**src/rtl/riscpu_pkg.sv**
```systemverilog
// Shared definitions for the fetch/issue path:
// opcodes, instruction field positions and fetch states.
package riscpu_pkg;

    localparam logic [7:0] OP_LDD   = 8'h01;
    localparam logic [7:0] OP_LDI   = 8'h02;
    localparam logic [7:0] OP_LDIMM = 8'h03;
    localparam logic [7:0] OP_ST    = 8'h04;
    localparam logic [7:0] OP_STI   = 8'h05;
    localparam logic [7:0] OP_ADD   = 8'h06;
    localparam logic [7:0] OP_SUB   = 8'h07;
    localparam logic [7:0] OP_AND   = 8'h08;
    localparam logic [7:0] OP_OR    = 8'h09;
    localparam logic [7:0] OP_XOR   = 8'h0A;
    localparam logic [7:0] OP_SHL   = 8'h0B;
    localparam logic [7:0] OP_SHR   = 8'h0C;
    localparam logic [7:0] OP_EQ    = 8'h0D;
    localparam logic [7:0] OP_JMP   = 8'h0E;
    localparam logic [7:0] OP_JNE   = 8'h0F;
    localparam logic [7:0] OP_HALT  = 8'hFF;

    localparam int OPC_LSB = 24;
    localparam int RD_LSB  = 20;
    localparam int RS1_LSB = 16;
    localparam int RS2_LSB = 12;
    localparam int IMM_LSB = 0;

    localparam logic [1:0] ST_IDLE  = 2'd0;
    localparam logic [1:0] ST_FETCH = 2'd1;
    localparam logic [1:0] ST_ISSUE = 2'd2;
    localparam logic [1:0] ST_HALT  = 2'd3;

endpackage

```
**src/rtl/instruction_fetch_unit_if.sv**
```systemverilog
// Fetch-side bus: program memory port, register-file
// compare input and the issue handshake to execute.
interface instruction_fetch_unit_if #(
    parameter int ADDR_W  = 12,
    parameter int INSTR_W = 32
);
    logic [ADDR_W-1:0]  program_addr;
    logic [INSTR_W-1:0] instruction;
    logic               cmp_ne;
    logic               if_valid;
    logic               ex_ready;
    logic [7:0]         opcode;
    logic [3:0]         rd;
    logic [3:0]         rs1;
    logic [3:0]         rs2;
    logic [11:0]        imm;

    modport master (
        output program_addr, if_valid,
        output opcode, rd, rs1, rs2, imm,
        input  instruction, cmp_ne, ex_ready
    );

    modport slave (
        input  program_addr, if_valid,
        input  opcode, rd, rs1, rs2, imm,
        output instruction, cmp_ne, ex_ready
    );
endinterface

```
**src/rtl/instruction_fetch_unit.sv**
```systemverilog
// Fetch/issue sequencer: holds PC and IR, offers
// datapath ops to execute, resolves jmp/jne/halt here.
module instruction_fetch_unit
    import riscpu_pkg::*;
#(
    parameter int ADDR_W  = 12,
    parameter int INSTR_W = 32,
    parameter int CNT_W   = 32
) (
    input  logic                      clk_70_mhz,
    input  logic                      rst_n,
    input  logic                      start,
    instruction_fetch_unit_if.master  bus,
    output logic                      halted,
    output logic                      illegal_op,
    output logic [CNT_W-1:0]          instr_count
);

    logic [1:0]         state;
    logic [ADDR_W-1:0]  pc;
    logic [INSTR_W-1:0] ir;
    logic [ADDR_W-1:0]  pc_inc;
    logic [ADDR_W-1:0]  target;
    logic               is_exec;
    logic               is_jmp;
    logic               is_jne;
    logic               is_halt;

    assign bus.opcode = ir[OPC_LSB +: 8];
    assign bus.rd     = ir[RD_LSB  +: 4];
    assign bus.rs1    = ir[RS1_LSB +: 4];
    assign bus.rs2    = ir[RS2_LSB +: 4];
    assign bus.imm    = ir[IMM_LSB +: 12];

    assign bus.program_addr = pc;

    assign is_exec = (bus.opcode >= OP_LDD) &&
                     (bus.opcode <= OP_EQ);
    assign is_jmp  = bus.opcode == OP_JMP;
    assign is_jne  = bus.opcode == OP_JNE;
    assign is_halt = bus.opcode == OP_HALT;

    assign pc_inc = pc + ADDR_W'(1);
    assign target = ADDR_W'(bus.imm);

    assign bus.if_valid = (state == ST_ISSUE) && is_exec;

    // Sequencer: IDLE -> FETCH -> ISSUE loop, HALT is terminal.
    always_ff @(posedge clk_70_mhz or negedge rst_n) begin
        if (!rst_n) begin
            state       <= ST_IDLE;
            pc          <= '0;
            ir          <= '0;
            halted      <= 1'b0;
            illegal_op  <= 1'b0;
            instr_count <= '0;
        end else begin
            case (state)
                ST_IDLE: begin
                    pc <= '0;
                    if (start)
                        state <= ST_FETCH;
                end
                ST_FETCH: begin
                    ir    <= bus.instruction;
                    state <= ST_ISSUE;
                end
                ST_ISSUE: begin
                    unique case (1'b1)
                        is_exec: begin
                            if (bus.ex_ready) begin
                                pc          <= pc_inc;
                                instr_count <= instr_count + CNT_W'(1);
                                state       <= ST_FETCH;
                            end
                        end
                        is_jmp: begin
                            pc          <= target;
                            instr_count <= instr_count + CNT_W'(1);
                            state       <= ST_FETCH;
                        end
                        is_jne: begin
                            pc          <= bus.cmp_ne ? target : pc_inc;
                            instr_count <= instr_count + CNT_W'(1);
                            state       <= ST_FETCH;
                        end
                        is_halt: begin
                            halted      <= 1'b1;
                            instr_count <= instr_count + CNT_W'(1);
                            state       <= ST_HALT;
                        end
                        default: begin
                            illegal_op <= 1'b1;
                            pc         <= pc_inc;
                            state      <= ST_FETCH;
                        end
                    endcase
                end
                default: begin
                    state <= ST_HALT;
                end
            endcase
        end
    end

endmodule

```
**src/flat_wrapper.sv**
```systemverilog
// flat-port wrapper written by rule: the top's interface ports become plain ports
module instruction_fetch_unit_flat import riscpu_pkg::*;
#(
    parameter int ADDR_W  = 12,
    parameter int INSTR_W = 32,
    parameter int CNT_W   = 32
)
  (clk_70_mhz, rst_n, start, halted, illegal_op, instr_count, bus_program_addr, bus_if_valid, bus_opcode, bus_rd, bus_rs1, bus_rs2, bus_imm, bus_instruction, bus_cmp_ne, bus_ex_ready);
  instruction_fetch_unit_if #(.ADDR_W(ADDR_W), .INSTR_W(INSTR_W)) bus_i ();
  input  logic clk_70_mhz;
  input  logic rst_n;
  input  logic start;
  output logic halted;
  output logic illegal_op;
  output logic [CNT_W-1:0] instr_count;
  output wire logic [$bits(bus_i.program_addr)-1:0] bus_program_addr;
  output wire logic [$bits(bus_i.if_valid)-1:0] bus_if_valid;
  output wire logic [$bits(bus_i.opcode)-1:0] bus_opcode;
  output wire logic [$bits(bus_i.rd)-1:0] bus_rd;
  output wire logic [$bits(bus_i.rs1)-1:0] bus_rs1;
  output wire logic [$bits(bus_i.rs2)-1:0] bus_rs2;
  output wire logic [$bits(bus_i.imm)-1:0] bus_imm;
  input wire logic [$bits(bus_i.instruction)-1:0] bus_instruction;
  input wire logic [$bits(bus_i.cmp_ne)-1:0] bus_cmp_ne;
  input wire logic [$bits(bus_i.ex_ready)-1:0] bus_ex_ready;
  assign bus_program_addr = bus_i.program_addr;
  assign bus_if_valid = bus_i.if_valid;
  assign bus_opcode = bus_i.opcode;
  assign bus_rd = bus_i.rd;
  assign bus_rs1 = bus_i.rs1;
  assign bus_rs2 = bus_i.rs2;
  assign bus_imm = bus_i.imm;
  assign bus_i.instruction = bus_instruction;
  assign bus_i.cmp_ne = bus_cmp_ne;
  assign bus_i.ex_ready = bus_ex_ready;
  instruction_fetch_unit #(.ADDR_W(ADDR_W), .INSTR_W(INSTR_W), .CNT_W(CNT_W)) u_core (.clk_70_mhz(clk_70_mhz), .rst_n(rst_n), .start(start), .bus(bus_i), .halted(halted), .illegal_op(illegal_op), .instr_count(instr_count));
endmodule
```
**config.mk**
```make
export PLATFORM = sky130hd
export DESIGN_NAME = instruction_fetch_unit_flat
export DESIGN_NICKNAME = d
export VERILOG_FILES = /design/src/rtl/riscpu_pkg.sv /design/src/rtl/instruction_fetch_unit_if.sv /design/src/rtl/instruction_fetch_unit.sv /design/src/flat_wrapper.sv
export SDC_FILE = /design/constraint.sdc
export NUM_CORES = 1
export LEC_CHECK = 0
export ABC_CLOCK_PERIOD_IN_PS = 4100
export CORE_MARGIN = 2
export CORE_UTILIZATION = 33
export DETAILED_ROUTE_END_ITERATION = 8
export GPL_TIMING_DRIVEN = 0
export PLACE_DENSITY = 0.59
export SLEW_MARGIN = 10
export SYNTH_ARGS = -nofsm -noshare
export SYNTH_HDL_FRONTEND = slang
export SYNTH_SLANG_ARGS = --single-unit
```
**constraint.sdc**
```tcl
create_clock -name clk_70_mhz -period 4.1 [get_ports clk_70_mhz]
set_input_delay 0.615 -clock clk_70_mhz [delete_from_list [all_inputs] [get_ports clk_70_mhz]]
set_output_delay 0.615 -clock clk_70_mhz [all_outputs]
set_load 0.005 [all_outputs]
```
Word-level counts from Yosys, hierarchy flattened

Index checks and enable logic that the tools add are counted.

Output and inout port bits: 79
Input bits: 37
Register bits after elaboration: 80

Magnitude comparators: 2
Equality and inequality tests: 9
Add/sub/neg operators: 2
Reductions and logical operators: 12
Multiplexer cells: 10
Bitwise logic cells: 1

Operator list:

| operator                                                                            | count |
|---|---|
| 32-bit one-hot mux with 2 select lines                                              | 1 |
| 12-bit one-hot mux with 4 select lines                                              | 1 |
| 32-bit by 1-bit adder with 32-bit output, second input constant                     | 1 |
| 32-bit 2-to-1 mux                                                                   | 1 |
| 12-bit 2-to-1 mux                                                                   | 2 |
| 12-bit one-hot mux with 2 select lines                                              | 1 |
| 8-bit by 4-bit == test with 1-bit output, second input constant                     | 2 |
| 12-bit by 1-bit adder with 12-bit output, second input constant                     | 1 |
| 8-bit == test, second input constant                                                | 1 |
| 8-bit by 1-bit greater-or-equal comparator with 1-bit output, second input constant | 1 |
| 8-bit by 4-bit <= comparator with 1-bit output, second input constant               | 1 |
| 2-bit != test, second input constant                                                | 3 |
| 2-bit one-hot mux with 3 select lines                                               | 1 |
| 2-bit AND reduction                                                                 | 3 |
| 3-bit AND reduction                                                                 | 2 |
| 2-bit 2-to-1 mux                                                                    | 2 |
| 2-bit one-hot mux with 2 select lines                                               | 1 |
| 2-bit nonzero test                                                                  | 2 |
| 4-bit OR reduction                                                                  | 1 |
| 3-bit != test, second input constant                                                | 1 |
| 3-bit OR reduction                                                                  | 1 |
| 2-bit by 1-bit == test with 1-bit output, second input constant                     | 1 |
| 2-bit == test, second input constant                                                | 1 |
| 1-bit logical AND                                                                   | 2 |
| 2 further kinds                                                                     | 2 |

Depth between registers and ports, before layout

Gate-level depths: netlist of the first run.

Word-level depth: 5
Mapped depth: 7
Mapped depth without buffers: 6

Worst setup path after synthesis of the first run

OpenSTA, ideal clock, no wires.

Kind: reg-to-reg
Start: reg u_core.ir[29]
End: reg u_core.instr_count[25]
Data required time: 3976 ps
Arrival: 2203 ps
Slack: 1773 ps
Stages on the path, launching flop included: 8
Path buffers: 2
Clock period less this slack: 2327 ps
Library setup time: 124 ps
Cell sequence: dfrtp_1 or4_1 buf_2 a211o_2 a2111oi_4 buf_6 nand4_1 xnor2_1

Cells in the longest elaborated chain, start to end: 4
Elaborated cells on any way between the ends: 11
Those cells by class: order compare (2); eq/ne (4); mux (1); reduce/logical (4)

RTL lines:

| item                                                                                 | line                         | text |
|---|---|---|
| start: declaration                                                                   | instruction_fetch_unit.sv:21 | `logic [INSTR_W-1:0] ir;` |
| start signal: assignment                                                             | instruction_fetch_unit.sv:65 | `ir <= bus.instruction;` |
| 8-bit by 1-bit greater-or-equal comparator with 1-bit output (tied with other cells) | instruction_fetch_unit.sv:37 | `assign is_exec = (bus.opcode >= OP_LDD) &&` |
| 1-bit logical AND or 3-bit OR reduction (tied branches)                              | n/a                          |  |
| 2-bit != test (no line) or 2-bit nonzero test (tied branches)                        | n/a                          |  |
| 3-bit AND reduction (no line)                                                        | n/a                          |  |
| end signal: assignment                                                               | instruction_fetch_unit.sv:73 | `instr_count <= instr_count + CNT_W'(1);` |
| end signal: assignment                                                               | instruction_fetch_unit.sv:79 | `instr_count <= instr_count + CNT_W'(1);` |
| end signal: assignment                                                               | instruction_fetch_unit.sv:84 | `instr_count <= instr_count + CNT_W'(1);` |
| end: declaration                                                                     | instruction_fetch_unit.sv:16 | `output logic [CNT_W-1:0] instr_count` |

Several ways; a longest one is shown, not always the timed one.
A chain may end at the register's enable or synchronous reset.

Worst setup path in the final report of the first run

Start: reg u_core.ir[29]
End: out bus_if_valid

Cells in the longest elaborated chain, start to end: 3
Elaborated cells on any way between the ends: 4
Those cells by class: order compare (2); reduce/logical (2)

RTL lines:

| item                                                                                                                           | line                                                       | text |
|---|---|---|
| 8-bit by 1-bit greater-or-equal comparator with 1-bit output or 8-bit by 4-bit <= comparator with 1-bit output (tied branches) | instruction_fetch_unit.sv:37, instruction_fetch_unit.sv:38 |  |
| 1-bit logical AND *                                                                                                            | instruction_fetch_unit.sv:37                               |  |
| 1-bit logical AND *                                                                                                            | instruction_fetch_unit.sv:46                               | `assign bus.if_valid = (state == ST_ISSUE) && is_exec;` |
| end: declaration                                                                                                               | flat_wrapper.sv:17                                         | `output wire logic [$bits(bus_i.if_valid)-1:0] bus_if_valid;` |

Every way passes the cells marked *; elsewhere a longest branch is shown, timed or not.

==> summary.txt, run 1 <==
Hold path
  – Hold crit path type: in2async

Worst setup path
  – Worst Path Arrival: 2.32 ns
  – Buffers & Inverters on Critical Path: 2
  – Critical Path Slowest Stage Cell: clkdlybuf4s50_1
  – Worst-path cell chain: or4_1, buf_2, nor4_1, clkdlybuf4s50_1
  – WP data required: 3.48 ns
  – CP Depth: 4
  – Internal reg-to-reg setup slack: 1.48 ns
  – Critical path peak fanout: 6
  – Crit path max-delay family: simple AND/OR/NAND/NOR gates
  – Reg2Reg Depth: 7
  – CP Capture Type: primary output
  – Worst setup startpoint: u_core.ir[29]$_DFFE_PN0N_
  – CP Capture Point: bus_if_valid
  – Reg-to-Reg Start: u_core.ir[29]$_DFFE_PN0N_
  – R2R Path End: u_core.bus.program_addr[4]$_DFFE_PN0P_
  – Crit path kind: reg2out
  – Crit path launch type: flop
  – Max incr delay on CP: 0.58 ns

Finish
  – Non-filler instance count after layout: 595
  – Antenna cells: 0
  – Fillers: 1022
  – P&R area growth vs syn: 41.4%
  – Seq. cell area: 2000 sq um
  – Fin area: 5250 sq um
  – Net total in the final layout: 489
  – Footprint of the multi-input gates: 1560 sq um
  – Share of cells above drive strength 1: 0.147

Route
  – First-pass DRT Iterations: 4
  – Avg WL per Cell: 15.6 um
  – Total Wirelength: 9.30 mm
  – Residual DRC: 0
  – Metal1 wirelength: 4.09 mm
  – Post-route ant nets: 0
  – Routed via count: 3044
  – DR top layer: met4
  – Met2 WL: 4.45 mm
  – Metal3 WL: 613 um
  – Via/cell ratio: 5.12
  – Initial drt markers: 87

Timing
  – Worst slew pin tran: 1.03 ns
  – RSZ-0062 raised after global routing: false
  – Hold slack: 0.179 ns
  – Final hold violation count: 0
  – Clock Skew: 0.0132 ns
  – Fmax: 0.341 GHz
  – Slew Limit Fails: 0
  – Fin crit share: 0.716
  – Final setup violation count: 0
  – Final worst path period need: 2.93 ns
  – Slew HR: 0.311

Global route
  – Largest net degree at the start of global routing: 53
  – First-pass GRT wire length: 15.0 mm
  – GR Overflow Total: 0
  – Total GRT Usage: 0.161
  – Vias in the first global route: 3016
  – Initial antenna violation count: 0

CTS
  – CTS tree: yes
  – Post-CTS setup repair buffer count: 0
  – Worst skew pair latency: 0.37 ns
  – H-tree levels: 3
  – Max Root-Sink Buffers: 2
  – Hold_buf cts: 0
  – Total CTS buffers: 9
  – Post-CTS sizing: 0
  – Clock sinks: 80
  – Worst-path clk slew: 0.09 ns
  – CTS root buf: clkbuf_8

Synth
  – XOR/XNOR Fraction of Synth Area: 0.0732
  – Synth Flop Type: dfrtp_1
  – Syn avg cell area: 11.5 sq um
  – Synth Area in Compound Gates: 0.0793
  – Synth top area cells: dfrtp_1 (54%), mux2_2 (10%), xnor2_1 (7.1%), nand4_1 (3.0%), nand3_1 (2.6%)
  – Synth top area share: 0.540
  – Post-synth net total: 362
  – Number of synthesized flops with an enable pin: 0
  – Simple-Gate Fraction of Synth Area: 0.158
  – Async set or reset register ratio after synthesis: 1.00
  – Most frequent cell after synthesis: dfrtp_1
  – Adder-cell area share of the yosys netlist: 0.00675
  – Post-synthesis sequential area ratio: 0.540
  – Mapped Cells: 323
  – Synth area leader: dfrtp_1
  – Most frequent cells after synthesis: dfrtp_1 (80), mux2_2 (33), xnor2_1 (30)
  – Yosys Warn Count: 0
  – Main combinational cell family by area after synthesis: simple AND/OR/NAND/NOR gates
  – Post-Syn Area: 3710 sq um
  – Post-synthesis mux area share: 0.103
  – Unique masters post-synth: 42
  – Seq cells post-synth: 80

Power
  – Psw: 910 uW
  – PwrDens: 530 nW/um^2
  – Static leakage: 0.00206 uW
  – Total power: 2780 uW
  – P_int: 1870 uW
  – Clock Power Share: 0.203
  – VDD IR max: 0.000272 V
  – Sequential share of power: 0.415
  – Comb pwr share: 0.382
  – Switching part of the total: 0.327

Floorplan
  – Starting Density: 0.341
  – I/O pin count: 116
  – CORE AREA: 10900 sq um
  – Die width: 110 um
  – Cell Rows: 38
  – Die area: 12100 sq um
  – DIE HEIGHT: 110 um

Placement
  – DP HPWL: 6.71 mm
  – Placer Congestion: 0.818
  – Number of port buffers: 115
  – Inst Count DP: 579
  – Area after DPL: 5060 sq um

Run
  – Max Cap Viol: 0

Outcome
  – Status: finished, final reports clean
[final cells by class]
| type | instances | share of cell area |
|---|---|---|
| buffer | 15 | 0.0188 |
| clock buffer | 9 | 0.0236 |
| clock inverter | 7 | 0.0117 |
| inverter | 13 | 0.00930 |
| multi-input combinational | 215 | 0.297 |
| sequential | 80 | 0.382 |
| tap | 140 | 0.0334 |
| timing repair buffer | 116 | 0.224 |
[flip-flops by register name, indices dropped and copies added (netlist names)]
register                 count
u_core.ir                   32
u_core.instr_count          32
u_core.halted                1
u_core.bus.program_addr     12
u_core.illegal_op            1
u_core.state                 2
[how the worst min path moves through the flow]
stage | end | slack (ns)
floorplan | u_core.bus.program_addr[0]$_DFFE_PN0P_ | 0.32
global placement | u_core.halted$_DFFE_PN0P_ | 0.46
detailed placement | u_core.instr_count[31]$_DFFE_PN0P_ | 0.46
CTS | u_core.ir[1]$_DFFE_PN0N_ | 0.17
global route | u_core.illegal_op$_DFFE_PN0P_ | 0.19
finish | u_core.ir[1]$_DFFE_PN0N_ | 0.18
[layer usage]
metal	up-vias	track usage
met4	0	0.0524
met3	15	0.0429
met1	1504	0.202
met2	100	0.268
met5	-	0
li1	1425	-
[layout by cell type, fill, tap and decap left out, drive strengths merged, types with 6 or more instances in the layout]
cell type / count
and3: 12
mux2: 33
xnor2: 30
nand3: 19
nand4: 18
o22ai: 10
nor3: 9
nor2: 6
nand2: 15
clkbuf: 18
clkdlybuf4s50: 114
a21oi: 19
inv: 18
buf: 8
dfrtp: 80
[power groups by stage]
stage / combinational (uW) / clock [uW] / sequential (uW)
2_1_floorplan: 509 / 0 / 1160
3_3_place_gp: 1060 / 0 / 1170
3_5_place_dp: 1080 / 0 / 1170
4_1_cts: 1080 / 592 / 1160
5_1_grt: 1160 / 617 / 1180
6_report: 1060 / 565 / 1150
[cell families after synthesis]
logic type,Yosys count
simple gates,104
flops,80
compound gates,44
mux,34
xor+xnor,31
buf+inv,28
fa+ha+maj,2
[per-stage QoR]
step / setup WS, ns / TNS [ns] / utilization
2_1_floorplan: 1.77 / 0 / -
3_3_place_gp: -0.673 / -53.21 / 0.462
3_5_place_dp: 1.40 / 0 / 0.465
4_1_cts: 1.13 / 0 / 0.482
5_1_grt: 1.03 / 0 / 0.482
6_report: 1.17 / 0 / 0.482
(Power assumes the default switching activity.)
==> inputs of run 2 (changes only) <==
--- a/config.mk
+++ b/config.mk
@@ -5,7 +5,7 @@
 export SDC_FILE = /design/constraint.sdc
 export NUM_CORES = 1
 export LEC_CHECK = 0
-export ABC_CLOCK_PERIOD_IN_PS = 4100
+export ABC_CLOCK_PERIOD_IN_PS = 3050
 export CORE_MARGIN = 2
 export CORE_UTILIZATION = 33
 export DETAILED_ROUTE_END_ITERATION = 8
==> constraint.sdc (replaced) <==
create_clock -name clk_70_mhz -period 3.05 [get_ports clk_70_mhz]
set_input_delay 0.4575 -clock clk_70_mhz [delete_from_list [all_inputs] [get_ports clk_70_mhz]]
set_output_delay 0.4575 -clock clk_70_mhz [all_outputs]
set_load 0.005 [all_outputs]
==> results of run 2 <==
Same layout as run 1 (identical final DEF). Status: finished, final reports clean.
Among the figures that moved: setup slack after placement 1.40 ns -> 0.431 ns; setup slack after layout 1.17 ns -> 0.273 ns; hold slack 0.179 ns -> 0.0211 ns; register-to-register setup slack 1.48 ns -> 0.43 ns; total power 2780 uW -> 3740 uW; worst IR drop on VDD 0.000272 V -> 0.000366 V
